**src/rtl/seq_shift_add_mult.sv**
```systemverilog
// Sequential radix-2 shift-and-add multiplier with signed/unsigned modes and a start/busy/done handshake.
// Optional build macro SEQ_MULT_EARLY_TERM_EN: leave RUN once the remaining multiplier bits are zero.
module seq_shift_add_mult #(
  parameter int unsigned WIDTH = 32
) (
  input  logic                 clk,
  input  logic                 reset_n,
  input  logic                 start,
  input  logic                 signed_mode,
  input  logic [WIDTH-1:0]     op_a,
  input  logic [WIDTH-1:0]     op_b,
  output logic                 busy,
  output logic                 done,
  output logic [2*WIDTH-1:0]   product
);

  localparam int unsigned CNT_W = $clog2(WIDTH) + 1;
  localparam int unsigned PW    = 2 * WIDTH;

  typedef enum logic [1:0] {
    ST_IDLE = 2'd0,
    ST_RUN  = 2'd1,
    ST_DONE = 2'd2
  } state_t;

  state_t           state_q;
  state_t           state_d;
  logic [WIDTH-1:0] mcand_q;
  logic [WIDTH-1:0] mplier_q;
  logic [PW-1:0]    acc_q;
  logic             neg_q;
  logic [CNT_W-1:0] cnt_q;
  logic             busy_d;
  logic             done_d;

  logic             sa_c;
  logic             sb_c;
  logic [WIDTH-1:0] mag_a_c;
  logic [WIDTH-1:0] mag_b_c;
  logic [WIDTH:0]   sum_c;
  logic [PW-1:0]    acc_iter_c;
  logic [PW-1:0]    acc_run_c;
  logic [WIDTH-1:0] mplier_iter_c;
  logic [CNT_W-1:0] cnt_inc_c;
  logic             last_c;

  // Operand magnitudes; the most negative value maps to 2^(WIDTH-1), which still fits unsigned.
  always_comb begin
    sa_c    = signed_mode & op_a[WIDTH-1];
    sb_c    = signed_mode & op_b[WIDTH-1];
    mag_a_c = sa_c ? (WIDTH'(0) - op_a) : op_a;
    mag_b_c = sb_c ? (WIDTH'(0) - op_b) : op_b;
  end

  // One radix-2 iteration: conditional add into the upper half, then shift right with carry in the MSB.
  always_comb begin
    sum_c         = {1'b0, acc_q[PW-1:WIDTH]} + {1'b0, mcand_q};
    acc_iter_c    = mplier_q[0] ? {sum_c, acc_q[WIDTH-1:1]} : {1'b0, acc_q[PW-1:1]};
    mplier_iter_c = {1'b0, mplier_q[WIDTH-1:1]};
    cnt_inc_c     = cnt_q + CNT_W'(1);
  end

`ifdef SEQ_MULT_EARLY_TERM_EN
  // Early exit right-aligns the partial sum by the iterations that were skipped.
  always_comb begin
    last_c    = (cnt_inc_c == CNT_W'(WIDTH)) || (mplier_iter_c == '0);
    acc_run_c = acc_iter_c >> (CNT_W'(WIDTH) - cnt_inc_c);
  end
`else
  always_comb begin
    last_c    = (cnt_inc_c == CNT_W'(WIDTH));
    acc_run_c = acc_iter_c;
  end
`endif

  always_ff @(posedge clk or negedge reset_n) begin
    if (!reset_n) begin
      state_q <= ST_IDLE;
    end else begin
      state_q <= state_d;
    end
  end

  always_comb begin
    state_d = state_q;
    unique case (state_q)
      ST_IDLE: if (start) state_d = ST_RUN;
      ST_RUN:  if (last_c) state_d = ST_DONE;
      ST_DONE: state_d = ST_IDLE;
      default: state_d = ST_IDLE;
    endcase
    busy_d = (state_d == ST_RUN) || (state_d == ST_DONE);
    done_d = (state_q == ST_DONE);
  end

  // Datapath and registered outputs; product only moves on the DONE edge.
  always_ff @(posedge clk or negedge reset_n) begin
    if (!reset_n) begin
      mcand_q  <= '0;
      mplier_q <= '0;
      acc_q    <= '0;
      neg_q    <= 1'b0;
      cnt_q    <= '0;
      busy     <= 1'b0;
      done     <= 1'b0;
      product  <= '0;
    end else begin
      busy <= busy_d;
      done <= done_d;
      unique case (state_q)
        ST_IDLE: begin
          if (start) begin
            mcand_q  <= mag_a_c;
            mplier_q <= mag_b_c;
            neg_q    <= sa_c ^ sb_c;
            acc_q    <= '0;
            cnt_q    <= '0;
          end
        end
        ST_RUN: begin
          acc_q    <= acc_run_c;
          mplier_q <= mplier_iter_c;
          cnt_q    <= cnt_inc_c;
        end
        ST_DONE: begin
          product <= neg_q ? (PW'(0) - acc_q) : acc_q;
        end
        default: ;
      endcase
    end
  end

endmodule

```
**config.mk**
```make
export PLATFORM = sky130hd
export DESIGN_NAME = seq_shift_add_mult
export DESIGN_NICKNAME = d
export VERILOG_FILES = /design/src/rtl/seq_shift_add_mult.sv
export SDC_FILE = /design/constraint.sdc
export NUM_CORES = 1
export LEC_CHECK = 0
export CAP_MARGIN = 20
export CORE_MARGIN = 2
export CORE_UTILIZATION = 30
export DETAILED_ROUTE_END_ITERATION = 8
export GPL_ROUTABILITY_DRIVEN = 0
export GPL_TIMING_DRIVEN = 0
export PLACE_DENSITY = 0.53
export SLEW_MARGIN = 20
export SYNTH_ARGS = -nofsm -noshare
export SYNTH_HDL_FRONTEND = slang
export SYNTH_SLANG_ARGS = --single-unit
```
**constraint.sdc**
```tcl
create_clock -name clk -period 7.6 [get_ports clk]
set_clock_uncertainty 0.15 [all_clocks]
set_input_delay 1.52 -clock clk [delete_from_list [all_inputs] [get_ports clk]]
set_output_delay 1.52 -clock clk [all_outputs]
set_load 0.03 [all_outputs]
```
== After elaboration in Yosys (flattened, before gate mapping) ==
Cells that the tools add are included.

* Output and inout port bits: 66
* Memories: 0
* Bits in latches: 0
* RAM bits: 0
* Flip-flop bits (word level): 203
* Input port bits: 68
* ROM bits: 0

* Div/mod/pow operators: 0
* Shifts and indexed selects: 0
* Equality and inequality tests: 6
* $add $sub $neg: 5
* Bitwise logic cells: 3
* Muxes and demuxes: 13
* Multipliers: 0
* Reduce and logical (&&, ||, !) cells: 5
* Magnitude comparators: 0

{| class="wikitable"
|+ Operators by type and width
! kind !! number
|-
| 64-bit 2-to-1 mux || 3
|-
| 64-bit case mux with 2 select lines || 1
|-
| 32-bit 2-to-1 mux || 3
|-
| 32-bit case mux with 2 select lines || 1
|-
| 1-bit by 32-bit subtractor with 32-bit output (first input constant) || 2
|-
| 1-bit by 64-bit subtractor with 64-bit output (first input constant) || 1
|-
| 32-bit by 32-bit adder with 33-bit output || 1
|-
| 6-bit case mux with 2 select lines || 1
|-
| 6-bit by 1-bit adder with 6-bit output (second input constant) || 1
|-
| 6-bit equality test (second input constant) || 1
|-
| 6-bit 2-to-1 mux || 1
|-
| 2-bit by 1-bit equality test with 1-bit output (second input constant) || 2
|-
| 2-bit equality test (second input constant) || 2
|-
| 2-bit 2-to-1 mux || 2
|-
| 2-bit case mux with 2 select lines || 1
|-
| 2-bit AND reduction || 2
|-
| 1-bit AND || 2
|-
| 2-bit logical NOT || 1
|-
| 2-bit != test (second input constant) || 1
|-
| 2-bit nonzero test || 1
|-
| 1-bit logical OR || 1
|-
| 1-bit bitwise XOR || 1
|}

== Depth between registers and ports, before layout ==
Gate-level depths: netlist of the first run.

* Depth after elaboration: 6
* Gate-level depth with buffers: 11

== Worst setup path before layout of the first run ==
OpenSTA, ideal clock, no wires.

* Path type: input port to flip-flop
* Start: input port op_a[0]
* End: register mcand_q[28]
* Stages: 10
* Path slack: 3.645 ns
* Data arrival time: 3.675 ns
* Path buffers: 0
* Cells stage by stage: inv_1 ha_1 or4b_1 nand2b_1 or4_1 nor3b_2 nand3b_1 o41ai_2 xor2_1 o21ai_1

* Longest elaborated chain between the ends: 2

{| class="wikitable"
|+ RTL lines
! element !! RTL line !! source
|-
| start, declared || 10 || <nowiki>input logic [WIDTH-1:0] op_a,</nowiki>
|-
| 1-bit by 32-bit subtractor with 32-bit output || 51 || <nowiki>mag_a_c = sa_c ? (WIDTH'(0) - op_a) : op_a;</nowiki>
|-
| 32-bit 2-to-1 mux || 51 ||
|-
| end signal, assigned || 113 || <nowiki>mcand_q <= mag_a_c;</nowiki>
|-
| end, declared || 28 || <nowiki>logic [WIDTH-1:0] mcand_q;</nowiki>
|}

No other way between the ends.
A chain may end at the register's enable or synchronous reset.

== Final worst setup path of the first run ==
* Start: input port op_a[1]
* End: register mcand_q[28]

The elaborated chain is that of the path after synthesis.

==> flow_summary.toml, run 1 <==
[clock_tree]
cts_setup_buffers = 0
hold_buffers = 0
clk_pin_slew_ps = 60
cts.sinks = 203
cts_resized = 0
cts_tree = "yes"
clk_latency_ps = 530
clockBufferDepth = 3
cts_buffers = 24
htreeDepth = 1
clockRootBuffer = "clkbuf_16"

[sta]
rsz0062_at_grt = "false"
max_freq_ghz = 0.2370
setup_viol = 0
relSlewSlack_pct = 44.82
maxSlewViolCount = 0
tightest_slew_ps = 822.2
final_hold_viol_count = 0
fin_crit_ps = 4220
min_period_over_period_pct = 55.52
setup_slack_ps = 3380

[detailed_routing]
drtPass1Iterations = 5
wl_um = 35860
num_vias = 10500
drc = 0
drt-initial-drc-count = 691
wl_per_cell_um = 17.55
drtAntennaViolNets = 0
via_per_inst = 5.141

[yosys]
post-synth-top-area-cell = "dfrtp_1"
synth_flop_cell = "dfrtp_1"
synthCells = 1342
netlist_area_sq_mm = 0.01202
async_flop_share_pct = 100.0
ys_types = 60
syn_avg_cell_area_sq_um = 8.958
yosys_warnings = 0
syn_nets = 1447
ys_seq_elements = 203
ys_top_cells_by_area = "dfrtp_1 42%, o21ai_0 8.0%, xor2_1 7.2%, nand2_1 5.7%, xnor2_1 3.9%"
ys_seq_area_share_pct = 42.26
synth_edf_count = 0
yosys.area.top_type_share_pct = 42.26

[worst_setup_path]
required_ps = 7840
reg2reg_from = "acc_q[2]"
critPathKind = "input port to register"
rrSetupSlack_ps = 3920
r2r_end = "product[63]"
cp.arrival_ps = 4460
cp_max_fo = 4
worstSetupStartpointType = "input port"
cp-end-kind = "register"
reg2reg_depth = 8

[floorplan]
start_util_pct = 30.33
coreArea_sq_mm = 0.03964
io_pins = 134
die_h_um = 204.2
die_w_um = 204.2
die_area_sq_mm = 0.04169
rows = 73

[hold_path]
hold_path.class = "register to register"
worstHoldStart = "product[15]"
min_to = "product[15]"
whs_path_depth = 2

[run_status]
status = "complete, no violations"

[placement]
dp_cells = 2002
portBuffers = 133
hpwl_um = 27730
pre_cts_ws_ps = 2834

[grt]
antenna_found_initial = 0
grt.total_usage_pct = 17.13
overflow = 0
grt_max_degree = 98
grt_pass1_vias = 10280
grt_pass1_wl_um = 57150

[power_and_ir_drop]
vdd_drop_max_v = 0.0001652
p_sw_uw = 2499
power_frac_clock_pct = 20.8
p_sw_share_pct = 43.39
power_uw = 5760
power.density_mw_per_mm2 = 386.5
combinationalPowerShare_pct = 46.6
leakage_uw = 0.006034
p_int_uw = 3261
seq_power_share_pct = 32.5

[run]
maxCapViolCount = 0

[cells_and_area]
nets = 1608
syn_to_final_growth_pct = 23.95
fill_cells = 4139
antennaDiodeCount = 0
fin_cells = 2043
final_layout_size_suffix_gt1_share_pct = 4.084
## registers in the layout, indices dropped and copies added (netlist names)
signal / flops
acc_q: 64
product: 64
mcand_q: 32
mplier_q: 32
cnt_q: 6
state_q: 2
busy: 1
done: 1
neg_q: 1
## synthesized netlist by cell type, types with 15 or more instances
| cell type | count |
|---|---|
| dfrtp_1 | 203 |
| o21ai_0 | 192 |
| nand2_1 | 184 |
| xor2_1 | 99 |
| clkbuf_1 | 77 |
| a21oi_1 | 58 |
| nor2_1 | 58 |
| xnor2_1 | 54 |
| a22oi_1 | 43 |
| ha_1 | 36 |
| a22o_1 | 30 |
| o31ai_1 | 26 |
| or3_1 | 25 |
| inv_1 | 21 |
| o22ai_1 | 21 |
| o41ai_1 | 18 |
| nor3_1 | 17 |
| a21o_1 | 15 |
## metrics by stage
stage	hold slack (ps)	util [%]	cell area, sq um	TNS, ps
detailed placement	320.6	35.49	14070	0
finish	323.6	37.59	14900	0
global placement	315.0	35.34	14010	-780860
global route	345.3	37.59	14900	0
floorplan	300.7	-	12020	0
CTS	333.1	37.59	14900	0
## critical path: stages
cell and delay [ps]:
clkdlybuf4s50_1 470, inv_1 80, ha_1 190, or4b_1 490, nand2b_1 220, or4_1 490
nor3b_2 280, nand3b_1 200, o41ai_2 270, xor2_1 180, o21ai_1 70
## logic make-up after synthesis
group / synth area share [%]
adder cells (fa/ha/maj): 3.913
XOR/XNOR: 11.15
flip-flops: 42.26
multiplexers: 0.7494
AND/OR/NAND/NOR: 15.06
AO/OA/AOI/OAI: 23.55
buffers and inverters: 3.320
## power groups by stage
| stage | logic (uW) | clock network, uW | registers (uW) |
|---|---|---|---|
| floorplan | 1920 | 0 | 1770 |
| CTS | 2690 | 1230 | 1860 |
| global placement | 2640 | 0 | 1880 |
| finish | 2690 | 1200 | 1870 |
| detailed placement | 2680 | 0 | 1880 |
| global route | 3020 | 1270 | 1920 |
## area by class of cell
| cell class | count | area (sq um) | share of cell area [%] |
|---|---|---|---|
| Clock inverter | 8 | 126.4 | 0.8481 |
| Timing Repair Buffer | 135 | 1391 | 9.337 |
| Clock buffer | 33 | 704.4 | 4.728 |
| Multi-Input combinational cell | 1033 | 6543 | 43.91 |
| Buffer | 84 | 316.6 | 2.124 |
| Sequential cell | 203 | 5080 | 34.09 |
| Inverter | 22 | 82.58 | 0.5542 |
| Tap cell | 525 | 656.9 | 4.408 |
## layer usage
layer / wire, um / vias to the layer above / GRT usage [%]
met5: 0 / - / 0
met4: 654 / 0 / 3.934
met3: 1424 / 41 / 1.849
met2: 15760 / 213 / 26.72
met1: 18020 / 5073 / 25.38
li1: - / 5176 / -
## how the worst max path moves through the flow
stage | start | endpoint | slack [ps]
2_1_floorplan | op_a[0] | mcand_q[28] | 3640
3_3_place_gp | reset_n | mcand_q[19] | -3880
6_report | op_a[1] | mcand_q[28] | 3380
5_1_grt | op_a[0] | mcand_q[28] | 3120
4_1_cts | op_a[1] | mcand_q[28] | 3380
3_5_place_dp | op_a[1] | mcand_q[28] | 2830
## layout by cell type, fill, tap and decap left out, types with 36 or more instances in the layout
cell             synthesis  routed
clkbuf_1                77      79
nand2_1                184     184
o21ai_0                192     192
a21oi_1                 58      58
xor2_1                  99      99
xnor2_1                 54      54
dfrtp_1                203     203
ha_1                    36      36
a22oi_1                 43      43
clkdlybuf4s50_1          0     132
nor2_1                  58      58
Power figures use the tool's default switching activity.
==> run 2, diff against run 1 <==
- clock period: 7.6 -> 4.1 ns (I/O delays scaled with it)
==> flow_summary.toml, run 2 (synthesis results as in run 1) <==
[worst_setup_path]
critPathKind = "register to register"
critPathLaunch = "acc_q[2]"
reg2reg_from = "acc_q[2]"
rrSetupSlack_ps = 410
cp-end-kind = "register"
crit_end = "product[63]"
r2r_end = "product[63]"
cp.arrival_ps = 3930
reg2reg_depth = 8
worstSetupStartpointType = "register"
required_ps = 4340
cp_max_fo = 9

[grt]
overflow = 0
grt.total_usage_pct = 17.13
grt_pass1_vias = 10280
grt_pass1_wl_um = 57150
antenna_found_initial = 0
grt_max_degree = 98

[hold_path]
hold_path.class = "register to register"
whs_path_depth = 2

[cells_and_area]
antennaDiodeCount = 0
syn_to_final_growth_pct = 24.03
layout_commonest_cell = "dfrtp_1"
layout_common_cells = "203 x dfrtp_1, 192 x o21ai_0, 184 x nand2_1"
nets = 1609
top_regs = "acc_q x64, product x64"
fin_area_sq_mm = 0.01491
final_layout_size_suffix_gt1_share_pct = 4.082

[sta]
rsz0062_at_grt = "false"
fin_crit_ps = 3688
max_freq_ghz = 0.2712
totalNegativeSetupSlack_ps = 0
setup_viol = 0
maxSlewViolCount = 0
tightest_slew_ps = 800.1
relSlewSlack_pct = 46.30
min_period_over_period_pct = 89.95
final_hold_viol_count = 0

[power_and_ir_drop]
power_frac_clock_pct = 20.8
seq_power_share_pct = 32.5
vdd_drop_max_v = 0.0003055
power_uw = 10670
p_sw_uw = 4627
power.density_mw_per_mm2 = 715.7
leakage_uw = 0.006038
combinationalPowerShare_pct = 46.7
p_int_uw = 6045
p_sw_share_pct = 43.36

[detailed_routing]
routed-wl-met2_um = 15780
via_per_inst = 5.147
drt-initial-drc-count = 655
drtAntennaViolNets = 0
top_layer = "met4"
drc = 0
wl_per_cell_um = 17.54
wl_met1_um = 17960
drtPass1Iterations = 5
wl_um = 35860
num_vias = 10520
route.met3.wl_um = 1464

[floorplan]
io_pins = 134
coreArea_sq_mm = 0.03964
die_w_um = 204.2
die_h_um = 204.2
die_area_sq_mm = 0.04169
start_util_pct = 30.33
rows = 73

[placement]
hpwl_um = 27730
dpl-instance-area_sq_mm = 0.01407
portBuffers = 133

[clock_tree]
cts_tree = "yes"
clk_pin_slew_ps = 60
htreeDepth = 1
clk_latency_ps = 520
cts_buffers = 24
clockBufferDepth = 3
clockRootBuffer = "clkbuf_16"
cts.sinks = 203

[run]
maxCapViolCount = 0

[run_status]
status = "complete, no violations"
## run 2: stage by stage
| step | util, % | hold slack (ps) | worst slack, ps | instances |
|---|---|---|---|---|
| floorplan | - | 300.7 | 844.7 | 1342 |
| global placement | 35.34 | 315.0 | -6680 | 2000 |
| detailed placement | 35.49 | 320.6 | 33.88 | 2002 |
| CTS | 37.61 | 333.1 | 374.5 | 2044 |
| global route | 37.61 | 345.3 | 124.1 | 2044 |
| finish | 37.61 | 323.5 | 412.1 | 2044 |
## run 2: worst min-delay path by stage
stage                       startpoint      endpoint  slack (ps)
after global placement     product[15]   product[15]         320
final                      product[15]   product[15]         320
after detailed placement   product[54]   product[54]         320
after floorplan           mplier_q[31]  mplier_q[31]         300
after global routing       product[54]   product[54]         350
after CTS                  product[54]   product[54]         330
## run 2: critical path, stage by stage (launching register included)
cell and delay [ps]:
dfrtp_1 440, or3_1 450, nor4_1 590, nand4_1 520, nor2_1 530, nand3_1 170, o31ai_1 270, xor2_1 300
o21ai_0 120
## run 2: area by class of cell
| class | instances | area, sq um |
|---|---|---|
| Sequential cell | 203 | 5080 |
| Buffer | 84 | 316.6 |
| Timing Repair Buffer | 136 | 1401 |
| Fill cell | 4139 | 24730 |
| Inverter | 22 | 82.58 |
| Tap cell | 525 | 656.9 |
| Clock buffer | 33 | 704.4 |
| Clock inverter | 8 | 126.4 |
| Multi-Input combinational cell | 1033 | 6543 |
## run 2: layer usage
layer	global-route usage, %	vias to the layer above
li1	-	5179
met1	25.39	5078
met2	26.72	222
met3	1.834	41
met4	3.934	0
met5	0	-
## run 2: power groups by stage
stage	clock, uW	combinational (uW)	sequential, uW
CTS	2270	4980	3460
finish	2220	4980	3470
global route	2350	5600	3570
detailed placement	0	4960	3490
global placement	0	4890	3480
floorplan	0	3560	3290
## run 2: repair_timing
item                      CTS  global route
buffers inserted            0             0
hold endpoints to repair   17             0
resized for setup           0             0
hold buffers                1             0
